==> src/rtl/vector_decoder.sv <==
`default_nettype none
// ============================================================================
//  Module   : vector_decoder
//  Purpose  : Rebuilds 16 x int8 operands from radix-4 signed-digit lane codes
//             behind a 2-stage valid/ready pipeline with per-lane error flags.
//             Optional saturating error counter: VECTOR_DECODER_ERR_CNT_EN.
//  Revision : 1.0  initial release
// ============================================================================
module vector_decoder #(
    parameter int LANES = 16,
    parameter int CNT_W = 16
) (
    input  logic                 clk,
    input  logic                 rst,
    input  logic                 in_valid,
    output logic                 in_ready,
    input  logic [3:0]           bit_enable             [0:LANES-1],
    input  logic [7:0]           partial_product_select [0:LANES-1],
    output logic                 out_valid,
    input  logic                 out_ready,
    output logic [8*LANES-1:0]   operand_a,
    output logic [LANES-1:0]     lane_err,
    output logic [CNT_W-1:0]     err_count
);

    logic                 r_v1;
    logic                 r_v2;
    logic [3:0]           r_en1  [0:LANES-1];
    logic [7:0]           r_sel1 [0:LANES-1];
    logic [8*LANES-1:0]   r_operand;
    logic [LANES-1:0]     r_lane_err;
    logic [8*LANES-1:0]   w_lane_val;
    logic [LANES-1:0]     w_lane_err;
    logic                 w_ready1;
    logic                 w_ready2;

    assign w_ready2  = ~r_v2 | out_ready;
    assign w_ready1  = ~r_v1 | w_ready2;
    assign in_ready  = w_ready1 & ~rst;
    assign out_valid = r_v2;
    assign operand_a = r_operand;
    assign lane_err  = r_lane_err;

    always_ff @(posedge clk) begin
        if (rst) begin
            r_v1 <= 1'b0;
            for (int k = 0; k < LANES; k++) begin
                r_en1[k]  <= '0;
                r_sel1[k] <= '0;
            end
        end else begin
            if (w_ready1) begin
                r_v1 <= in_valid;
            end
            if (in_valid && w_ready1) begin
                for (int k = 0; k < LANES; k++) begin
                    r_en1[k]  <= bit_enable[k];
                    r_sel1[k] <= partial_product_select[k];
                end
            end
        end
    end

    // Decode is done from the S1 registers so S2 only captures finished bytes.
    for (genvar k = 0; k < LANES; k++) begin : g_lane
        logic signed [8:0] w_dig [4];
        logic signed [8:0] w_sum;
        logic [3:0]        w_code_nz;
        logic [7:0]        w_val;
        logic              w_err;

        always_comb begin
            for (int d = 0; d < 4; d++) begin
                w_dig[d]     = '0;
                w_code_nz[d] = |r_sel1[k][2*d +: 2];
                if (r_en1[k][d]) begin
                    case (r_sel1[k][2*d +: 2])
                        2'b00:   w_dig[d] = -9'sd2;
                        2'b01:   w_dig[d] =  9'sd1;
                        2'b10:   w_dig[d] =  9'sd2;
                        default: w_dig[d] = -9'sd1;
                    endcase
                end
            end
            w_sum = w_dig[0] + (w_dig[1] <<< 2) + (w_dig[2] <<< 4) + (w_dig[3] <<< 6);
            w_err = |(w_code_nz & ~r_en1[k]);
            w_val = w_sum[7:0];
            if (w_sum > 9'sd127) begin
                w_val = 8'h7F;
                w_err = 1'b1;
            end else if (w_sum < -9'sd128) begin
                w_val = 8'h80;
                w_err = 1'b1;
            end
        end

        assign w_lane_val[8*k +: 8] = w_val;
        assign w_lane_err[k]        = w_err;
    end

    always_ff @(posedge clk) begin
        if (rst) begin
            r_v2       <= 1'b0;
            r_operand  <= '0;
            r_lane_err <= '0;
        end else if (w_ready2) begin
            r_v2 <= r_v1;
            if (r_v1) begin
                r_operand  <= w_lane_val;
                r_lane_err <= w_lane_err;
            end
        end
    end

`ifdef VECTOR_DECODER_ERR_CNT_EN
    logic [CNT_W-1:0] r_err_count;

    always_ff @(posedge clk) begin
        if (rst) begin
            r_err_count <= '0;
        end else if (r_v2 && out_ready && (|r_lane_err) && (r_err_count != '1)) begin
            r_err_count <= r_err_count + 1'b1;
        end
    end

    assign err_count = r_err_count;
`else
    assign err_count = '0;
`endif

endmodule
`default_nettype wire

==> config.mk <==
export PLATFORM = sky130hd
export DESIGN_NAME = vector_decoder
export DESIGN_NICKNAME = d
export VERILOG_FILES = /design/src/rtl/vector_decoder.sv
export SDC_FILE = /design/constraint.sdc
export NUM_CORES = 1
export LEC_CHECK = 0
export ABC_AREA = 1
export CORE_AREA = 2 2 242 244
export DETAILED_ROUTE_END_ITERATION = 6
export DIE_AREA = 0 0 244 246
export PLACE_DENSITY = 0.77
export SYNTH_ARGS = -nofsm -noshare
export SYNTH_HDL_FRONTEND = slang
export SYNTH_SLANG_ARGS = --single-unit
==> constraint.sdc <==
create_clock -name clk -period 6.1 [get_ports clk]
set_clock_uncertainty 0.05 [all_clocks]
set_input_delay 0.61 -clock clk [delete_from_list [all_inputs] [get_ports clk]]
set_output_delay 0.61 -clock clk [all_outputs]
set_load 0.02 [all_outputs]
# Word level (Yosys, flattened, before mapping)
# Memory sizes are Yosys's and may differ from the RTL's.
# Cells that the tools add are included.
# Widths: inputs -> output; s select.
[totals] register_bits=146 latch_bits=0 ram_bits=192 rom_bits=0 inputBits=196 out_inout_bits=162 elab_cells=659 mem_count=2
[op_classes] addsub=48 multipliers=0 n_div=0 order_cmp=32 eq_ne=128 n_shift=0 mux=229 n_bitwise=70 reduce_logical=146
[memory_table] memory="r_sel1" words=16 width=8 read_ports=16 rd_clocked_by_memory_dff=0 wr=16 line_no="29" rtl="logic [7:0] r_sel1 [0:LANES-1];"
[memory_table] memory="r_en1" words=16 width=4 read_ports=16 rd_clocked_by_memory_dff=0 wr=16 line_no="28" rtl="logic [3:0] r_en1 [0:LANES-1];"
[op_table] op="$add 9x9->9" count=48
[op_table] op="$pmux 9 s3" count=16
[op_table] op="$mux 8" count=48
[op_table] op="$pmux 7 s3" count=16
[op_table] op="$pmux 5 s3" count=16
[op_table] op="$gt 9x8->1 const B" count=16
[op_table] op="$lt 9x8->1 const B" count=16
[op_table] op="$mux 9" count=16
[op_table] op="$pmux 3 s3" count=16
[op_table] op="$eq 2x1->1 const B" count=64
[op_table] op="$eq 2x2->1 const B" count=64
[op_table] op="$logic_not 2->1" count=64
[op_table] op="$reduce_or 2->1" count=64
[op_table] op="$mux 7" count=16
[op_table] op="$mux 5" count=16
[op_table] op="$and 4x4->4" count=16
[op_table] op="$mux 4" count=16
[op_table] op="$not 4->4" count=16
[op_table] op="$reduce_or 4->1" count=16
[op_table] op="$mux 3" count=16
[op_table] op="$mux 1" count=37
[op_table] op="$or 1x1->1" count=34
[op_table] op="$not 1->1" count=3
[op_table] op="$reduce_and 2->1" count=1
[op_table] op="2 further kinds" count=2

# Depth between registers and ports, before layout
# An unclocked memory read counts as a cell.
[logic_depth] ltp_word=10 ltp_mapped=23 mapped_depth_nobuf=23

# Least setup slack after synthesis
# No wires, ideal clock.
[synth_timing] path_kind="in2reg" startpoint="in rst" endpoint="mem r_en1[0][0], enable pin" setup_ps=1539 arrival_ps=4415 required_time_ps=4511 slack_ps=96 stages=5 n_path_buf=3 cell_sequence="buf_2 inv_1 buf_2 buf_1 nand2_1"
[synth_lines] item="start, declared" line_no="14" rtl="input logic rst,"
[synth_lines] item="end, declared" line_no="28"

==> flow_summary_export.csv <==
group,metric,value,unit
setup_path,critPathMaxFanout,6,
timing,tightest_slew,1030,ps
timing,setup_viol,0,
setup_path,startpoint_type,"register",
cells_and_area,final_util,54.1,%
route,vias,20100,
yosys,synth_adder_area_share,20.2,%
route,viasPerCell,4.70,
grt,antenna_found_initial,4,
setup_path,critPathArrivalTime,3990,ps
timing,hold_violations,0,
yosys,syn-instance-count,3153,
grt,first_global_vias,19800,
power,ir_drop,0.227,mV
floorplan,die_w,244,um
yosys,yosys.area_share.simple,23.0,%
yosys,synth-async-reset-ratio,0,%
place,dp_hpwl,44.3,mm
route,dr.pass1.iters,5,
power,pwr_density_cell,254,mW/mm^2
yosys,synthMuxAreaShare,0,%
grt,grt_usage,19.5,%
yosys,ys_ff_latch,338,
setup_path,required,6480,ps
floorplan,fp.dieArea,0.0600,sq mm
yosys,yosysSeqAreaShare,34.0,%
yosys,yosysUniqueCellTypes,40,
timing,worst_hold_slack,413,ps
timing,period_share,59.3,%
route,drt_iter0_markers,893,
clock_network,path_clk_slew,60,ps
yosys,ys_warn_count,0,
timing,worst_slew_margin_rel,31.3,%
clock_network,htreeDepth,2,
setup_path,endpoint_kind,"register",
grt,grt_max_degree,98,
timing,rsz0062_at_grt,"false",
setup_path,r2r_setup_slack,2490,ps
grt,met2_usage,34.5,%
route,finalWirelength,58.3,mm
cells_and_area,post_route_cells_drive_above_1_share,10.2,%
floorplan,initial_utilization,44.5,%
timing,tns,0,ps
place,place.gp.congestion,0.840,
yosys,syn_area,0.0255,sq mm
yosys,synth-xor-area-share,2.60,%
floorplan,rows,88,
grt,grt_pass1_wl,95.7,mm
yosys,synth_edf_count,192,
cells_and_area,nNetsFinal,4063,
grt,grt_util_met3,3.47,%
yosys,syn_avg_cell_area,8.10,sq um
clock_network,cts_tree,"done",
yosys,ys.flop_type,"edfxtp_1",
floorplan,die_y,246,um
clock_network,ctsResizeCount,0,
clock_network,ctsHoldBuffers,0,
place,pre_cts_ws,2390,ps
timing,layout_setup_ws,2490,ps
floorplan,ioPinCount,358,
timing,fin_crit,3610,ps
route,postRouteAntennaNets,0,
job,max_cap_viol_count,0,
setup_path,critPathSlowestCell,"fa_1",
outcome,status,"completed",
place,io_buffers,341,
grt,grt_util_met1,25.0,%
clock_network,postCtsSetupRepairBufs,0,
cells_and_area,area_delta_synth_final,21.4,%
timing,clock.fmax,277,MHz
clock_network,cts_buffer_depth,3,
route,wl_per_cell,13.6,um
timing,finalMaxSlewViolations,0,
clock_network,numClockSinks,338,
yosys,synth_top_family_by_area,"simple AND/OR/NAND/NOR gates",
clock_network,cts_inserted_buffers,40,
clock_network,clk_latency,560,ps
clock_network,cts-root-buf,"clkbuf_16",
setup_path,path_cells,"inv_1, ha_1, nor2_8, inv_2, nor3_1, nor2_1, ha_1, nor2_1, fa_1, inv_1, ha_1, a21oi_1, nand2_1, xnor2_1, inv_1, a21oi_2, a21oi_1",
setup_path,cp_slowest_stage_delay,420,ps
yosys,synth_compound_area_share,7.63,%
power,cellLeakagePower,0.0158,uW
route,route.detailed.drc,0,
min_path,holdCritPathClass,"register to register",
setup_path,path_class,"register to register",
floorplan,core-area,0.0574,sq mm
grt,gr-max-usage-layer,"met2",
grt,grt_overflow,0,
## power by group
group          switching [uW]  internal [uW]
clock                    1020           1390
sequential                136           2620
combinational            1650           1070
total                    2800           5080
## synth_stat cells, types with 2 or more instances
| cell type | count | area share (%) |
|---|---|---|
| o21ai_0 | 103 | 2.0 |
| fa_1 | 48 | 3.8 |
| o21bai_1 | 26 | 0.76 |
| inv_4 | 2 | 0.049 |
| dfxtp_1 | 146 | 11 |
| o221ai_1 | 2 | 0.069 |
| nor2_1 | 343 | 5.0 |
| inv_2 | 53 | 0.78 |
| nand3_1 | 137 | 2.7 |
| clkbuf_1 | 38 | 0.56 |
| o22ai_1 | 28 | 0.69 |
| buf_2 | 20 | 0.39 |
| ha_1 | 336 | 16 |
| nand2_2 | 59 | 1.4 |
| nand3b_1 | 14 | 0.41 |
| nand3_4 | 11 | 0.75 |
| nor3_1 | 7 | 0.14 |
| nor2_8 | 13 | 1.0 |
| xor2_1 | 45 | 1.5 |
| a21oi_1 | 123 | 2.4 |
| edfxtp_1 | 192 | 23 |
| a21oi_2 | 43 | 1.5 |
| nor2_2 | 11 | 0.27 |
| nand4_1 | 4 | 0.098 |
| buf_4 | 17 | 0.50 |
| inv_1 | 697 | 10 |
| a21o_1 | 6 | 0.18 |
| nand2_1 | 509 | 7.5 |
| nor2_4 | 26 | 1.1 |
| xnor2_1 | 29 | 0.99 |
| nand3_2 | 32 | 1.3 |
| nand2_4 | 25 | 1.1 |
## routing by layer
layer | part of all wire [%] | vias to the layer above
li1 | - | 10400
met1 | 44 | 9161
met2 | 48 | 474
met3 | 6.4 | 69
met4 | 1.5 | 6
met5 | 0.069 | -
## registers in the layout, indices dropped and copies added, names as in the netlist
signal,flops
operand_a,128
out_valid,1
lane_err,16
r_en1,64
r_sel1,128
r_v1,1
## critical path, delay by kind of cell, from the launching register on
family | cells | cell delay [ps]
adder cells (fa/ha/maj) | 4 | 1240
AND/OR/NAND/NOR | 5 | 670
AO/OA/AOI/OAI | 3 | 550
flip-flops | 1 | 370
buffers and inverters | 4 | 330
XOR/XNOR | 1 | 280
## cell usage in the layout, fill, tap and decap left out, types with 5 or more instances in the layout
cell / netlist / final
nor3_1: 7 / 7
o21ai_0: 103 / 103
clkinv_2: 0 / 5
nor2_4: 26 / 26
xor2_1: 45 / 45
clkinv_4: 0 / 6
inv_1: 697 / 695
o21bai_1: 26 / 26
a21oi_1: 123 / 123
edfxtp_1: 192 / 192
dfxtp_1: 146 / 146
nand2_4: 25 / 28
nand3_4: 11 / 11
buf_4: 17 / 8
clkbuf_1: 38 / 8
a21o_1: 6 / 6
nand3_2: 32 / 32
a21oi_2: 43 / 43
xnor2_1: 29 / 29
nor2_1: 343 / 343
inv_2: 53 / 54
fa_1: 48 / 48
o22ai_1: 28 / 28
clkbuf_16: 0 / 41
inv_6: 0 / 7
nand2_2: 59 / 59
conb_1: 1 / 16
nor2_2: 11 / 11
ha_1: 336 / 336
nand3b_1: 14 / 14
clkdlybuf4s50_1: 0 / 340
nand3_1: 137 / 137
nand2_1: 509 / 506
nor2_8: 13 / 13
## metrics by stage
stage               power, uW  cells  cell area [sq um]
floorplan                4760   3168              25600
global placement         5470   4206              29700
detailed placement       5530   4206              29700
CTS                      7980   4280              31000
global route             8410   4280              31000
finish                   7880   4282              31000
## cells by family (layout without fill, tap and decap cells)
group / count (synthesis) / in the layout
compound gates: 332 / 332
xor+xnor: 75 / 75
fa+ha+maj: 384 / 384
buf+inv: 829 / 1176
flops: 338 / 338
other cells: 1 / 18
simple gates: 1194 / 1194
## path summary, 6_finish.rpt
check	cells past startpoint	endpoint	from
setup / recovery	17	operand_a[89]	r_sel1[1][26]
hold / removal	2	operand_a[69]	operand_a[69]
setup reg to reg	17	operand_a[89]	r_sel1[1][26]
hold reg to reg	2	operand_a[69]	operand_a[69]
## area by class of cell
class	count	area, sq um
fillers	5235	26400
repair buffers	349	3480
flip-flops and latches	338	8690
well taps	765	957
multi-input cells	2001	13700
clock buffers	53	1110
clock inverters	21	205
diodes	2	5.00
inverters	753	2830
Power figures use the tool's default switching activity.
